===== config.mk =====
export PLATFORM = sky130hd
export DESIGN_NAME = uart_tx_feeder
export DESIGN_NICKNAME = d
export VERILOG_FILES = /design/src/rtl/uart_tx_feeder_pkg.sv /design/src/rtl/uart_tx_fifo_mem.sv /design/src/rtl/uart_tx_feeder.sv
export SDC_FILE = /design/constraint.sdc
export NUM_CORES = 1
export LEC_CHECK = 0
export ABC_AREA = 0
export CORE_ASPECT_RATIO = 1.25
export CORE_MARGIN = 1.5
export CORE_UTILIZATION = 30
export DETAILED_ROUTE_END_ITERATION = 6
export SLEW_MARGIN = 20
export SYNTH_ARGS = -nofsm -noshare
export SYNTH_HDL_FRONTEND = slang
export SYNTH_SLANG_ARGS = --single-unit

===== constraint.sdc =====
create_clock -name CLK -period 2.85 [get_ports CLK]
set_input_delay 0.4275 -clock CLK [delete_from_list [all_inputs] [get_ports CLK]]
set_output_delay 0.4275 -clock CLK [all_outputs]
set_load 0.01 [all_outputs]

===== src/rtl/uart_tx_feeder_pkg.sv =====
// uart_tx_feeder_pkg
//   Shared definitions for the UART TX feeder and the TX frame path:
//   default byte width / FIFO depth and the launch FSM state encodings.
package uart_tx_feeder_pkg;

  localparam int UART_DATA_WIDTH = 8;
  localparam int UART_FIFO_DEPTH = 8;

  typedef enum logic [1:0] {
    ST_IDLE      = 2'd0,
    ST_LAUNCH    = 2'd1,
    ST_WAIT_BUSY = 2'd2,
    ST_WAIT_DONE = 2'd3
  } launch_state_t;

endpackage


===== src/rtl/uart_tx_fifo_mem.sv =====
// uart_tx_fifo_mem
//   Synchronous FIFO holding bytes waiting for the UART TX path.
//   Ports:
//     CLK, RST        clock (rising edge), async active-low reset
//     WR_EN, WR_DATA  write strobe and byte to enqueue
//     POP             advance the read pointer (driven by the launch FSM)
//     HEAD            byte at the read pointer
//     FULL, EMPTY     occupancy flags decoded from COUNT
//     COUNT           current occupancy (0..DEPTH)
//     DROP            high in a cycle where WR_EN is rejected because FULL
module uart_tx_fifo_mem
  import uart_tx_feeder_pkg::*;
#(
  parameter int DATA_WIDTH = UART_DATA_WIDTH,
  parameter int DEPTH      = UART_FIFO_DEPTH,
  parameter int ADDR_WIDTH = 3
) (
  input  logic                  CLK,
  input  logic                  RST,
  input  logic                  WR_EN,
  input  logic [DATA_WIDTH-1:0] WR_DATA,
  input  logic                  POP,
  output logic [DATA_WIDTH-1:0] HEAD,
  output logic                  FULL,
  output logic                  EMPTY,
  output logic [ADDR_WIDTH:0]   COUNT,
  output logic                  DROP
);

  localparam logic [ADDR_WIDTH:0]   FULL_COUNT = (ADDR_WIDTH + 1)'(DEPTH);
  localparam logic [ADDR_WIDTH:0]   CNT_ONE    = (ADDR_WIDTH + 1)'(1);
  localparam logic [ADDR_WIDTH-1:0] PTR_ONE    = ADDR_WIDTH'(1);

  logic [DATA_WIDTH-1:0] mem [DEPTH];
  logic [ADDR_WIDTH-1:0] wr_ptr;
  logic [ADDR_WIDTH-1:0] rd_ptr;
  logic [ADDR_WIDTH:0]   count;
  logic                  wr_acc;
  logic                  pop_acc;

  // FULL/EMPTY come from the registered count, so a pop on the same edge
  // does not open room for a write presented while full.
  assign FULL    = (count == FULL_COUNT);
  assign EMPTY   = (count == '0);
  assign COUNT   = count;
  assign wr_acc  = WR_EN & ~FULL;
  assign pop_acc = POP & ~EMPTY;
  assign DROP    = WR_EN & FULL;
  assign HEAD    = mem[rd_ptr];

  // Storage needs no reset; only the pointers define validity.
  always_ff @(posedge CLK) begin
    if (wr_acc) begin
      mem[wr_ptr] <= WR_DATA;
    end
  end

  always_ff @(posedge CLK or negedge RST) begin
    if (!RST) begin
      wr_ptr <= '0;
      rd_ptr <= '0;
      count  <= '0;
    end else begin
      if (wr_acc) begin
        wr_ptr <= wr_ptr + PTR_ONE;
      end
      if (pop_acc) begin
        rd_ptr <= rd_ptr + PTR_ONE;
      end
      case ({wr_acc, pop_acc})
        2'b10:   count <= count + CNT_ONE;
        2'b01:   count <= count - CNT_ONE;
        default: count <= count;
      endcase
    end
  end

endmodule


===== src/rtl/uart_tx_feeder.sv =====
// uart_tx_feeder
//   Byte buffer and launch controller in front of the UART TX frame FSM.
//   Bytes are queued in a FIFO and launched one at a time: P_DATA is loaded
//   with the FIFO head and DATA_VALID strobes for one cycle; the next byte
//   is launched only after TX_BUSY has risen and fallen again.
//   Ports:
//     CLK, RST        clock (rising edge), async active-low reset
//     WR_EN, WR_DATA  system-side write strobe and byte
//     TX_BUSY         registered BUSY from the TX frame FSM
//     FULL, EMPTY     FIFO flags
//     COUNT           FIFO occupancy
//     DROP            write rejected because FIFO full
//     P_DATA          byte presented to the TX path, stable for the frame
//     DATA_VALID      one-cycle launch strobe
//
//   state        | meaning
//   -------------+-----------------------------------------------------
//   ST_IDLE      | waiting for a queued byte and TX_BUSY low
//   ST_LAUNCH    | DATA_VALID high for one cycle, P_DATA just loaded
//   ST_WAIT_BUSY | waiting for the TX path to raise TX_BUSY
//   ST_WAIT_DONE | frame in progress, waiting for TX_BUSY to drop
module uart_tx_feeder
  import uart_tx_feeder_pkg::*;
#(
  parameter int DATA_WIDTH = UART_DATA_WIDTH,
  parameter int DEPTH      = UART_FIFO_DEPTH,
  parameter int ADDR_WIDTH = 3
) (
  input  logic                  CLK,
  input  logic                  RST,
  input  logic                  WR_EN,
  input  logic [DATA_WIDTH-1:0] WR_DATA,
  input  logic                  TX_BUSY,
  output logic                  FULL,
  output logic                  EMPTY,
  output logic [ADDR_WIDTH:0]   COUNT,
  output logic                  DROP,
  output logic [DATA_WIDTH-1:0] P_DATA,
  output logic                  DATA_VALID
);

  launch_state_t         state;
  launch_state_t         state_nxt;
  logic                  pop;
  logic [DATA_WIDTH-1:0] head;

  uart_tx_fifo_mem #(
    .DATA_WIDTH (DATA_WIDTH),
    .DEPTH      (DEPTH),
    .ADDR_WIDTH (ADDR_WIDTH)
  ) u_fifo (
    .CLK     (CLK),
    .RST     (RST),
    .WR_EN   (WR_EN),
    .WR_DATA (WR_DATA),
    .POP     (pop),
    .HEAD    (head),
    .FULL    (FULL),
    .EMPTY   (EMPTY),
    .COUNT   (COUNT),
    .DROP    (DROP)
  );

  always_ff @(posedge CLK or negedge RST) begin
    if (!RST) begin
      state <= ST_IDLE;
    end else begin
      state <= state_nxt;
    end
  end

  // P_DATA only moves on the IDLE->LAUNCH edge, which is exactly when pop
  // is high, so the byte is held for the whole frame.
  always_ff @(posedge CLK or negedge RST) begin
    if (!RST) begin
      P_DATA <= '0;
    end else if (pop) begin
      P_DATA <= head;
    end
  end

  // DATA_VALID is decoded from the state register so it drops together
  // with RST rather than waiting for a clock edge.
  always_comb begin
    state_nxt  = state;
    pop        = 1'b0;
    DATA_VALID = 1'b0;
    case (state)
      ST_IDLE: begin
        if (!EMPTY && !TX_BUSY) begin
          pop       = 1'b1;
          state_nxt = ST_LAUNCH;
        end
      end
      ST_LAUNCH: begin
        DATA_VALID = 1'b1;
        state_nxt  = ST_WAIT_BUSY;
      end
      ST_WAIT_BUSY: begin
        if (TX_BUSY) begin
          state_nxt = ST_WAIT_DONE;
        end
      end
      ST_WAIT_DONE: begin
        if (!TX_BUSY) begin
          state_nxt = ST_IDLE;
        end
      end
      default: begin
        state_nxt = ST_IDLE;
      end
    endcase
  end

endmodule


==> qor.csv, run 1 <==
metric;value;unit
Final Wtd Congestion;0.727;
Hold Violations, Final;0;
Most Frequent Cell on Critical Path;ha_1;
P_leak;1.64;nW
worst-skew pair later-pin latency;340;ps
clock sink count;84;
diode count;0;
Synth Area per Inst;14.6;µm²
DR DRC count;0;
Final Critical Period;2540;ps
Layout Utilization;0.377;
reg-to-reg setup timing slack;310;ps
sequential fraction of the synthesis area;0.675;
IO Count;28;
required time worst endpoint;3060;ps
Max Cap Viol;0;
Die Y;125;µm
Design Power;4.44;mW
final WL;6890;µm
port bufs;27;
layout cells sized above 1;0.0962;
CP Class;flop to flop;
Clock Pin Slew Worst Setup and Hold Paths;60;ps
DR WL/cell;15.2;µm
Initial Util;0.309;
Startpoint Class;flop;
Slew Limit Headroom;0.461;
Synth Cell Area;3590;µm²
Core ar.;11600;µm²
first-pass GRT wire length;11100;µm
Synthesized Nets;269;
dpl hpwl;4390;µm
Longest Clk Path Bufs;2;
Worst Skew;6.62;ps
worst-path cell chain;inv_1, ha_1, nor3b_2, ha_1, ha_1, a21oi_1, o21ai_0, o311ai_0;
initial antenna violation count;0;
VDD IR max;476;µV
most frequent cell after synthesis;edfxtp_1;
via count;2059;
share of the synthesized area in the top cell type;0.536;
Global Route Usage Sum;0.120;
crit-path max FO;8;
num rows;44;
post-CTS resize count;0;
die width;101;µm
number of synthesized flops with an enable pin;64;
CTS tree;yes;
Pwr per Cell Area;1010;nW/µm²
CTS root buffer;clkbuf_16;
grt total ovfl;0;
async set-reset flop share out of synthesis;0.238;
unrepaired setup endpoints after global routing;no;
Top FF cell, synth;edfxtp_1;
crit end category;flop;
Routed Antenna Nets;0;
drt first-iter violations;71;
number of global-route vias before repair;2175;
Worst-Margin Slew;807;ps
CP max-delay cell;dfrtp_1;
worst path arrival time;2750;ps
cell count after synthesis;246;
post-CTS setup buffers;0;
setup TNS;0;ps
Post-synth top cells;64 x edfxtp_1, 33 x mux2i_1, 20 x dfrtp_1, 17 x a22oi_1, 16 x inv_1;
CTS H-tree depth;3;
die area;12600;µm²
Area growth, synth to finish;22.1;%
Period Utilization, post-route;0.891;
first drt pass iteration count;4;
cts bufs inserted;9;
pin count of the biggest net entering global routing;21;
Vias/cell;4.56;
synth unique cells;35;
Setup-failing EPs final;0;
Max Fclk;394;MHz
number of synthesized register bits;84;
cell taking the most area after synthesis;edfxtp_1;
Slew Viols, Final;0;
status;finished clean;
YS warnings;0;
Final #Nets;309;
R2R cell count;8;
Hold Path Class;input pin to asynchronous set/reset pin;
Hold-fix buffers, CTS;0;
crit-path max cell delay;430;ps
top cells by area, synth;edfxtp_1 54%, dfrtp_1 14%, mux2i_1 9.2%;
-- registers in the layout (all words and copies together) (netlist names) --
name           cells
P_DATA             8
u_fifo.mem        64
u_fifo.COUNT       4
u_fifo.rd_ptr      3
state              2
u_fifo.wr_ptr      3
-- layout by cell type, fill, tap and decap left out, types with 2 or more instances in the layout --
master            n
nand3_1           8
nand2b_1          4
and2_1            2
a22oi_1          17
buf_4            12
xor2_1            2
nor2_1            9
nor2b_1           2
mux2i_1          33
nor3_1            4
edfxtp_1         64
nor4_1            3
inv_1            16
o21ai_0          12
dfrtp_1          20
a21oi_1           2
clkbuf_1          4
ha_1             10
nor3b_1           2
clkdlybuf4s50_1  27
nand2_1          12
clkbuf_16         9
xnor2_1           3
-- path summary, 6_finish.rpt --
path	start	to
worst max-delay path	state[0]	u_fifo.COUNT[3]
worst min-delay path	RST	P_DATA[1]
worst max register to register	state[0]	u_fifo.COUNT[3]
worst min register to register	P_DATA[6]	P_DATA[6]
max in group asynchronous	RST	u_fifo.wr_ptr[0]
min in group CLK	P_DATA[6]	P_DATA[6]
-- critical path, delay by kind of cell, from the launching register on --
family	cells	cell delay, ps
AO/OA/AOI/OAI	3	720
flip-flops	1	430
buffers and inverters	1	120
AND/OR/NAND/NOR	1	270
adder cells (fa/ha/maj)	3	860
-- final cells by class --
cell class / count / area [µm²]
clock buffer: 14 / 254
fill: 1110 / 7230
multi-input combinational: 136 / 1050
tap: 161 / 201
timing repair buffer: 39 / 360
sequential: 84 / 2420
clock inverter: 2 / 35.0
inverter: 16 / 60.1
-- per-stage QoR --
step | cell area [µm²] | setup WS [ps] | instances | hold slack [ps]
finish | 4380 | 311 | 452 | 455
global route | 4380 | 5.44 | 452 | 475
CTS | 4380 | 278 | 452 | 468
detailed placement | 4090 | 142 | 436 | 531
global placement | 4090 | 351 | 436 | 518
floorplan | 3590 | 469 | 246 | 132
-- kinds of logic (layout without fill, tap and decap cells) --
| logic type | Yosys count | in the layout | synth area share |
|---|---|---|---|
| buffers and inverters | 26 | 71 | 0.0324 |
| AOI/OAI and AO/OA | 34 | 34 | 0.0631 |
| xor gates and xnor gates | 5 | 5 | 0.0122 |
| DFF | 84 | 84 | 0.675 |
| adders and majority gates | 11 | 11 | 0.0404 |
| and+or+nand+nor | 51 | 51 | 0.0774 |
| muxes | 35 | 35 | 0.0994 |
-- routing by layer --
layer	global-route usage	share of wire
met5	0	0
met2	0.186	0.47
met1	0.155	0.45
met3	0.0268	0.045
met4	0.0638	0.029
-- where the power goes --
part	switching (mW)	leakage [nW]	internal (mW)
clock network	0.438	0.141	0.703
registers	0.188	0.821	1.61
logic	0.803	0.680	0.698
Power figures use the tool's default switching activity.
==> run 2: changes to the inputs <==
--- a/config.mk
+++ b/config.mk
@@ -6,6 +6,7 @@
 export NUM_CORES = 1
 export LEC_CHECK = 0
 export ABC_AREA = 0
+export CAP_MARGIN = 20
 export CORE_ASPECT_RATIO = 1.25
 export CORE_MARGIN = 1.5
 export CORE_UTILIZATION = 30
==> results of run 2 <==
Same layout as run 1: the final DEF is identical, and so are final timing and power.
==> run 3: changes to the inputs <==
--- a/config.mk
+++ b/config.mk
@@ -7,10 +7,13 @@
 export LEC_CHECK = 0
 export ABC_AREA = 0
 export CAP_MARGIN = 20
+export CELL_PAD_IN_SITES_DETAIL_PLACEMENT = 0
+export CELL_PAD_IN_SITES_GLOBAL_PLACEMENT = 1
 export CORE_ASPECT_RATIO = 1.25
 export CORE_MARGIN = 1.5
 export CORE_UTILIZATION = 30
 export DETAILED_ROUTE_END_ITERATION = 6
+export PLACE_DENSITY_LB_ADDON = 0.1
 export SLEW_MARGIN = 20
 export SYNTH_ARGS = -nofsm -noshare
 export SYNTH_HDL_FRONTEND = slang
==> constraint.sdc (replaced) <==
create_clock -name CLK -period 2.85 [get_ports CLK]
set_input_delay 0.285 -clock CLK [delete_from_list [all_inputs] [get_ports CLK]]
set_output_delay 0.285 -clock CLK [all_outputs]
set_load 0.01 [all_outputs]
==> qor.csv, run 3 (synthesis gave the netlist of run 1 again) <==
metric;value;unit;change
VDD IR max;335;µV;was 476 µV
Area growth, synth to finish;22.2;%;was 22.1%
Initial Util;0.309;;unchanged
final cell count without fillers;455;;was 452
required time worst endpoint;3070;ps;was 3060 ps
Final #Nets;312;;was 309
IO Count;28;;unchanged
DR WL/cell;16.7;µm;was 15.2 µm
number of global-route vias before repair;2025;;was 2,175
Hold Path Class;input pin to asynchronous set/reset pin;;unchanged
unrepaired setup endpoints after global routing;no;;unchanged
crit-path max FO;8;;unchanged
Max Fclk;396;MHz;was 394 MHz
pin count of the biggest net entering global routing;21;;unchanged
final WL;7580;µm;was 6890 µm
grt total ovfl;0;;unchanged
Die Y;125;µm;unchanged
Biggest register;u_fifo.mem;;unchanged
Max Cap Viol;0;;unchanged
flip-flop count of the largest register after layout;64;;unchanged
Worst-Margin Slew;818;ps;was 807 ps
status;finished clean;;unchanged
reg-to-reg endpoint;u_fifo.COUNT[3];;unchanged
Clock Pin Slew Worst Setup and Hold Paths;60;ps;about the same
crit end category;flop;;unchanged
Final Critical Period;2530;ps;was 2540 ps
cts bufs inserted;9;;unchanged
Min Hold Slack;311;ps;was 455 ps
CP max-delay cell;dfrtp_1;;unchanged
Hold-fix buffers, CTS;0;;unchanged
via count;2047;;was 2,059
Global Route Usage Sum;0.133;;was 0.120
Routed Antenna Nets;0;;unchanged
Worst Skew;6.62;ps;about the same
P_leak;1.65;nW;was 1.64 nW
DP Area;4130;µm²;was 4090 µm²
worst path arrival time;2750;ps;about the same
Hold Violations, Final;0;;unchanged
Core ar.;11600;µm²;unchanged
die width;101;µm;unchanged
CP Class;flop to flop;;unchanged
CTS root buffer;clkbuf_16;;unchanged
dpl hpwl;4910;µm;was 4390 µm
crit-path max cell delay;450;ps;was 430 ps
first-pass GRT wire length;11900;µm;was 11,100 µm
Setup-failing EPs final;0;;unchanged
worst-path cell chain;nor3_1, a21boi_2, inv_1, ha_1, ha_1, a21oi_1, o21ai_0, o311ai_0;;was inv_1, ha_1, nor3b_2, ha_1, ha_1, a21oi_1, o21ai_0, o311ai_0
reg-to-reg setup timing slack;320;ps;was 310 ps
post-CTS resize count;0;;unchanged
worst-skew pair later-pin latency;330;ps;was 340 ps
first drt pass iteration count;4;;unchanged
Most Frequent Cell on Critical Path;ha_1;;unchanged
pre-CTS setup slack;290;ps;was 142 ps
drt first-iter violations;64;;was 71
layout cells sized above 1;0.105;;was 0.0962
diode count;0;;unchanged
worst r2r src;u_fifo.COUNT[1];;was state[0]
CTS tree;yes;;unchanged
Pwr per Cell Area;1000;nW/µm²;was 1010 nW/µm²
Slew Viols, Final;0;;unchanged
clock sink count;84;;unchanged
Inst Count DP;439;;was 436
Longest Clk Path Bufs;2;;unchanged
Final Wtd Congestion;0.673;;was 0.727
num rows;44;;unchanged
setup TNS;0;ps;unchanged
Slew Limit Headroom;0.453;;was 0.461
Startpoint Class;flop;;unchanged
DR DRC count;0;;unchanged
commonest cells after routing, fill and taps aside;64 x edfxtp_1, 33 x mux2i_1, 27 x clkdlybuf4s50_1;;unchanged
Vias/cell;4.50;;was 4.56
Period Utilization, post-route;0.887;;was 0.891
CTS H-tree depth;3;;unchanged
most common cell after layout, fill and taps aside;edfxtp_1;;unchanged
post-CTS setup buffers;0;;unchanged
die area;12600;µm²;unchanged
setup ws final;322;ps;was 311 ps
initial antenna violation count;0;;unchanged
R2R cell count;8;;unchanged
port bufs;27;;unchanged
post-route cell area;4380;µm²;about the same
[run 3: cell types whose count changed in the layout (fill, tap and decap cells not counted)]
cell	before	now
buf_12	0	1
dfrtp_2	0	1
dfrtp_1	20	19
clkbuf_1	4	3
clkbuf_8	1	0
clkinv_1	0	2
clkinv_2	1	2
buf_4	12	14
bufinv_16	1	0
[run 3: power by group]
group	internal (mW)	switching, mW
Clock	0.582	0.439
Combinational	0.730	0.785
Sequential	1.61	0.246
[run 3: layout make-up]
class / instances / area (µm²)
tap: 161 / 201
fill: 1124 / 7230
inverter: 16 / 60.1
sequential: 84 / 2420
multi-input combinational: 136 / 1050
timing repair buffer: 42 / 395
clock buffer: 12 / 236
clock inverter: 4 / 17.5
[run 3: worst max-delay path by stage]
stage,depth (start not counted),end,start
floorplan,8,u_fifo.COUNT[3],u_fifo.COUNT[1]
global placement,7,u_fifo.COUNT[3],TX_BUSY
detailed placement,7,u_fifo.COUNT[3],TX_BUSY
CTS,8,u_fifo.COUNT[3],u_fifo.COUNT[0]
global route,8,u_fifo.COUNT[3],u_fifo.COUNT[0]
finish,8,u_fifo.COUNT[3],u_fifo.COUNT[1]
[run 3: per-layer routing]
metal | vias up | track usage | wire, µm
met5 | - | 0 | 0
met4 | 0 | 0.0547 | 116
met3 | 8 | 0.0358 | 195
met2 | 28 | 0.202 | 3680
met1 | 1010 | 0.179 | 3590
li1 | 1001 | - | -
[run 3: worst max-delay path, delay by kind of cell (launching register included)]
family | cells | cell delay [ps]
AO/OA/AOI/OAI | 4 | 830
adder cells (fa/ha/maj) | 2 | 590
flip-flops | 1 | 450
AND/OR/NAND/NOR | 1 | 400
buffers and inverters | 1 | 130
[run 3: through the flow]
stage | power [mW] | utilization
after global placement | 3.42 | 0.356
after CTS | 4.48 | 0.377
final | 4.39 | 0.377
after global routing | 4.71 | 0.377
after floorplan | 2.80 | -
after detailed placement | 3.44 | 0.356
